### src/rtl/uart_tx_scheduler.sv
// Two-requester frame scheduler feeding a UART TX FIFO.
// Frames: header, payload hi, payload lo, XOR checksum.
module uart_tx_scheduler #(
  parameter logic [3:0] HDR_TAG    = 4'hA,
  parameter int         GAP_CYCLES = 16
) (
  input  logic        clk,
  input  logic        rst,
  input  logic        req0_valid,
  input  logic [15:0] req0_data,
  output logic        req0_ack,
  input  logic        req1_valid,
  input  logic [15:0] req1_data,
  output logic        req1_ack,
  input  logic        tx_full,
  output logic [7:0]  w_data,
  output logic        wr_uart,
  output logic        busy,
  output logic [15:0] frame_cnt
);

  typedef enum logic [2:0] {
    S_IDLE,
    S_HDR,
    S_PLH,
    S_PLL,
    S_CHK,
    S_GAP
  } state_t;

  localparam logic [15:0] GAP_LD = 16'(GAP_CYCLES);

  state_t      r_state;
  logic [15:0] r_data;
  logic        r_src;
  logic        r_last;
  logic [15:0] r_gap;

  state_t      w_nstate;
  logic [15:0] w_ndata;
  logic        w_nsrc;
  logic        w_nlast;
  logic [15:0] w_ngap;
  logic [7:0]  w_nwdata;
  logic        w_nwr;
  logic        w_nack0;
  logic        w_nack1;
  logic [15:0] w_ncnt;

  logic [7:0]  w_hdr;
  logic [7:0]  w_chk;
  logic [7:0]  w_byte;
  state_t      w_adv;
  logic        w_pick1;

  assign w_hdr = {HDR_TAG, 3'b000, r_src};
  assign w_chk = w_hdr ^ r_data[15:8] ^ r_data[7:0];

  // r_last=1 means requester 1 was granted last, so 0 wins a tie
  assign w_pick1 = req1_valid & (~req0_valid | ~r_last);

  always_comb begin
    w_byte = w_hdr;
    w_adv  = S_IDLE;
    unique case (r_state)
      S_HDR: begin
        w_byte = w_hdr;
        w_adv  = S_PLH;
      end
      S_PLH: begin
        w_byte = r_data[15:8];
        w_adv  = S_PLL;
      end
      S_PLL: begin
        w_byte = r_data[7:0];
        w_adv  = S_CHK;
      end
      S_CHK: begin
        w_byte = w_chk;
        w_adv  = (GAP_LD == 16'd0) ? S_IDLE : S_GAP;
      end
      default: begin
        w_byte = w_hdr;
        w_adv  = S_IDLE;
      end
    endcase
  end

  always_comb begin
    w_nstate = r_state;
    w_ndata  = r_data;
    w_nsrc   = r_src;
    w_nlast  = r_last;
    w_ngap   = r_gap;
    w_nwdata = w_data;
    w_nwr    = 1'b0;
    w_nack0  = 1'b0;
    w_nack1  = 1'b0;
    w_ncnt   = frame_cnt;
    unique case (r_state)
      S_IDLE: begin
        if (req0_valid || req1_valid) begin
          w_nstate = S_HDR;
          w_nsrc   = w_pick1;
          w_nlast  = w_pick1;
          w_ndata  = w_pick1 ? req1_data : req0_data;
          w_nack0  = ~w_pick1;
          w_nack1  = w_pick1;
        end
      end
      S_HDR, S_PLH, S_PLL, S_CHK: begin
        // wr_uart gate absorbs the FIFO's one-cycle full-flag lag
        if (!tx_full && !wr_uart) begin
          w_nwr    = 1'b1;
          w_nwdata = w_byte;
          w_nstate = w_adv;
          if (r_state == S_CHK) begin
            w_ncnt = frame_cnt + 16'd1;
            w_ngap = GAP_LD;
          end
        end
      end
      S_GAP: begin
        if (r_gap != 16'd0) w_ngap = r_gap - 16'd1;
        if (r_gap <= 16'd1) w_nstate = S_IDLE;
      end
      default: begin
        w_nstate = S_IDLE;
      end
    endcase
  end

  always_ff @(posedge clk or posedge rst) begin
    if (rst) begin
      r_state   <= S_IDLE;
      r_data    <= 16'd0;
      r_src     <= 1'b0;
      r_last    <= 1'b1;
      r_gap     <= 16'd0;
      w_data    <= 8'd0;
      wr_uart   <= 1'b0;
      req0_ack  <= 1'b0;
      req1_ack  <= 1'b0;
      busy      <= 1'b0;
      frame_cnt <= 16'd0;
    end else begin
      r_state   <= w_nstate;
      r_data    <= w_ndata;
      r_src     <= w_nsrc;
      r_last    <= w_nlast;
      r_gap     <= w_ngap;
      w_data    <= w_nwdata;
      wr_uart   <= w_nwr;
      req0_ack  <= w_nack0;
      req1_ack  <= w_nack1;
      busy      <= (w_nstate != S_IDLE);
      frame_cnt <= w_ncnt;
    end
  end

endmodule

### config.mk
export PLATFORM = sky130hd
export DESIGN_NAME = uart_tx_scheduler
export DESIGN_NICKNAME = d
export VERILOG_FILES = /design/src/rtl/uart_tx_scheduler.sv
export SDC_FILE = /design/constraint.sdc
export NUM_CORES = 1
export LEC_CHECK = 0
export BUFFER_PORTS_ARGS = -buffer_cell sky130_fd_sc_hd__buf_2
export CORE_ASPECT_RATIO = 1.2
export CORE_MARGIN = 2
export CORE_UTILIZATION = 50
export DETAILED_ROUTE_END_ITERATION = 8
export PLACE_DENSITY = 0.73
export SLEW_MARGIN = 10
export SYNTH_ARGS = -nofsm -noshare
export SYNTH_HDL_FRONTEND = slang
export SYNTH_SLANG_ARGS = --single-unit
### constraint.sdc
create_clock -name clk -period 1.78 [get_ports clk]
set_clock_uncertainty 0.1 [all_clocks]
set_input_delay 0.178 -clock clk [delete_from_list [all_inputs] [get_ports clk]]
set_output_delay 0.178 -clock clk [all_outputs]
set_load 0.01 [all_outputs]
==> results.ini <==
[outcome]
status = complete, but fails checks
violations = negative setup slack

[clock_tree]
cts-buffers-inserted = 9
root_buffer = clkbuf_8
insertion_delay_ps = 350
htree_levels = 3
clock-sinks = 65
cts_tree = built
clkTransAtPathRegs_ps = 70
clockBufferDepth = 2

[floorplan]
die_x_um = 79.6
core_sq_um = 6730
pin_count = 65
die_area_sq_um = 7530
die_h_um = 94.7
floorplan.initialDensity = 0.509
rows = 33

[synth]
avgSynthCellArea_sq_um = 9.82
yosysWarnings = 0
postSynthCellCount = 349
seq_area_frac_synth = 0.475
yosys_most_used_dff = dfrtp_1
synthTopCellsByCount = dfrtp_1 (64), nand2_1 (46), o21ai_0 (37), mux2i_1 (26), nor2_1 (16)
synth_most_common_cell = dfrtp_1
synthesis.area_sq_um = 3430
synth.net_count = 390
synth_cell_types = 57
synth_edf_count = 0
synth_top_area_cell = dfrtp_1
ys_ff_latch = 65
ys_async_sr_fraction = 1.00
yosysTopAreaCellShare = 0.467
synth.area.top_cells = dfrtp_1 (47%), mux2i_1 (7.6%), o21ai_0 (5.4%)

[hold_path]
min_path_type = input port to flop

[global_routing]
use_met1 = 0.300
grt-ovfl-total = 0
use_met3 = 0.0593
grt_util_all_layers = 0.243
grt.busiest_layer = met2
met2_usage = 0.406
grt_max_degree = 66
antenna_found_initial = 0
grt_pass1_vias = 3079
grt_pass1_wl_um = 14100

[layout]
finalNetCount = 520
diodes = 0
nFillCells = 476
utilization = 0.735
area_growth_syn_to_layout_pct = 44.4
drive_above_1_share = 0.433

[routing]
vias = 3209
first_iter_violations = 176
dr.pass1.iters = 5
ant_nets = 0
viasPerCell = 5.63
detail_route.wl_per_cell_um = 16.0
drt_wl_total_um = 9090
drc_errors = 0

[timing]
worstMarginPinSlew_ps = 550
period_share = 1.10
rsz0062_at_grt = yes
setup_viol = 21
slew_headroom = 0.632
timing.fmax_mhz = 508
setup_ws_ps = -187
hold_viol_final = 0
drv_slew = 0
period_minus_slack_ps = 1970

[worst_setup_path]
startpoint_type = flop
arrival_ps = 2080
end_kind = flop
path_class = flop to flop
required_ps = 1900
critical_path.max_fanout = 4

[run]
drv_cap = 0

[power_and_ir_drop]
p_leak_nw = 2.34
vdd_drop_max_v = 0.00110
finalPower_w = 0.00765
powerDensity_nw_per_um2 = 1550

[place]
post-dp-hpwl_um = 5910
port-buffer-count = 64
gp_congestion = 0.914

[power by group]
part,switching (W),internal [W]
combinational,0.00192,0.00187
clock,0.000590,0.000816
sequential,0.000466,0.00199
total,0.00298,0.00468
[stage by stage]
stage / worst slack, ps / instance area (sq um) / TNS (ps) / std cells / hold WS [ps]
after global routing: -261 / 4950 / -4220 / 570 / 27.8
after CTS: -134 / 4640 / -1440 / 560 / 0.446
after global placement: -58.0 / 4190 / -446 / 532 / 193
after floorplan: -89.0 / 3460 / -481 / 349 / 215
final: -187 / 4950 / -2430 / 570 / 5.95
after detailed placement: -162 / 4190 / -2050 / 532 / 200
[worst max-delay path, stage by stage, from the launching register on]
cell and delay (ps):
dfrtp_1 410, or4_4 580, nor4b_4 320, buf_4 210, a2111o_1 150, a21oi_2 60
[cell usage in the layout (no fill, tap or decap), types with 5 or more instances in the layout]
cell and instances:
nand2b_1 10, dfrtp_1 62, nand4_1 5, inv_1 9, o21ai_0 31, clkbuf_8 10
o21ai_1 6, a21oi_1 5, a32oi_1 5, xnor2_1 12, buf_4 59, nand2_1 43
nor2_1 13, buf_2 64, nor3_1 5, buf_6 9, nor4_4 9, mux2i_1 26
xor2_1 5
[logic make-up (layout without fill, tap and decap cells)]
| logic type | after synthesis | in the layout | synth area share |
|---|---|---|---|
| simple gates | 129 | 129 | 0.203 |
| compound gates | 78 | 78 | 0.146 |
| flops | 65 | 65 | 0.475 |
| mux | 28 | 28 | 0.0825 |
| buf+inv | 28 | 162 | 0.0347 |
| xor+xnor | 17 | 17 | 0.0435 |
| fa+ha+maj | 4 | 4 | 0.0146 |
[repair_timing]
item,CTS,global route
hold endpoints to repair,64,0
pin swaps,12,17
gates cloned,1,0
hold buffers,1,0
buffers inserted,11,10
endpoints found under the setup margin,22,49
resized for setup,28,51
[sequential cells by signal, indices dropped and copies added (netlist names)]
signal,count
busy,1
frame_cnt,16
r_data,16
r_gap,16
r_last,1
r_src,1
r_state,3
req0_ack,1
req1_ack,1
w_data,8
wr_uart,1
[worst paths after layout]
kind / slack (ps) / to / cells after the start / startpoint
max in group asynchronous: 910 / r_last$_DFFE_PP1P_ / 4 / rst
worst max-delay path: -190 / r_gap[15]$_DFFE_PP0P_ / 5 / r_gap[8]$_DFFE_PP0P_
min in group asynchronous: 350 / r_gap[8]$_DFFE_PP0P_ / 4 / rst
worst min register to register: 370 / frame_cnt[15]$_DFFE_PP0P_ / 1 / frame_cnt[15]$_DFFE_PP0P_
worst min-delay path: 6 / r_data[14]$_DFFE_PP0P_ / 3 / req0_data[14]
worst max register to register: -190 / r_gap[15]$_DFFE_PP0P_ / 5 / r_gap[8]$_DFFE_PP0P_
[cell type report]
class,count,area [sq um],area share
Sequential cell,65,1630,0.329
Inverter,12,48.8,0.00986
Timing Repair Buffer,135,915,0.185
Multi-Input combinational cell,256,2030,0.410
Clock buffer,10,138,0.0278
Tap cell,87,109,0.0220
Clock inverter,5,80.1,0.0162
[per-layer routing]
metal	vias up	part of all wire
met3	20	0.051
li1	1522	-
met1	1557	0.40
met2	110	0.53
met4	0	0.019
met5	-	0
Power figures use the tool's default switching activity.
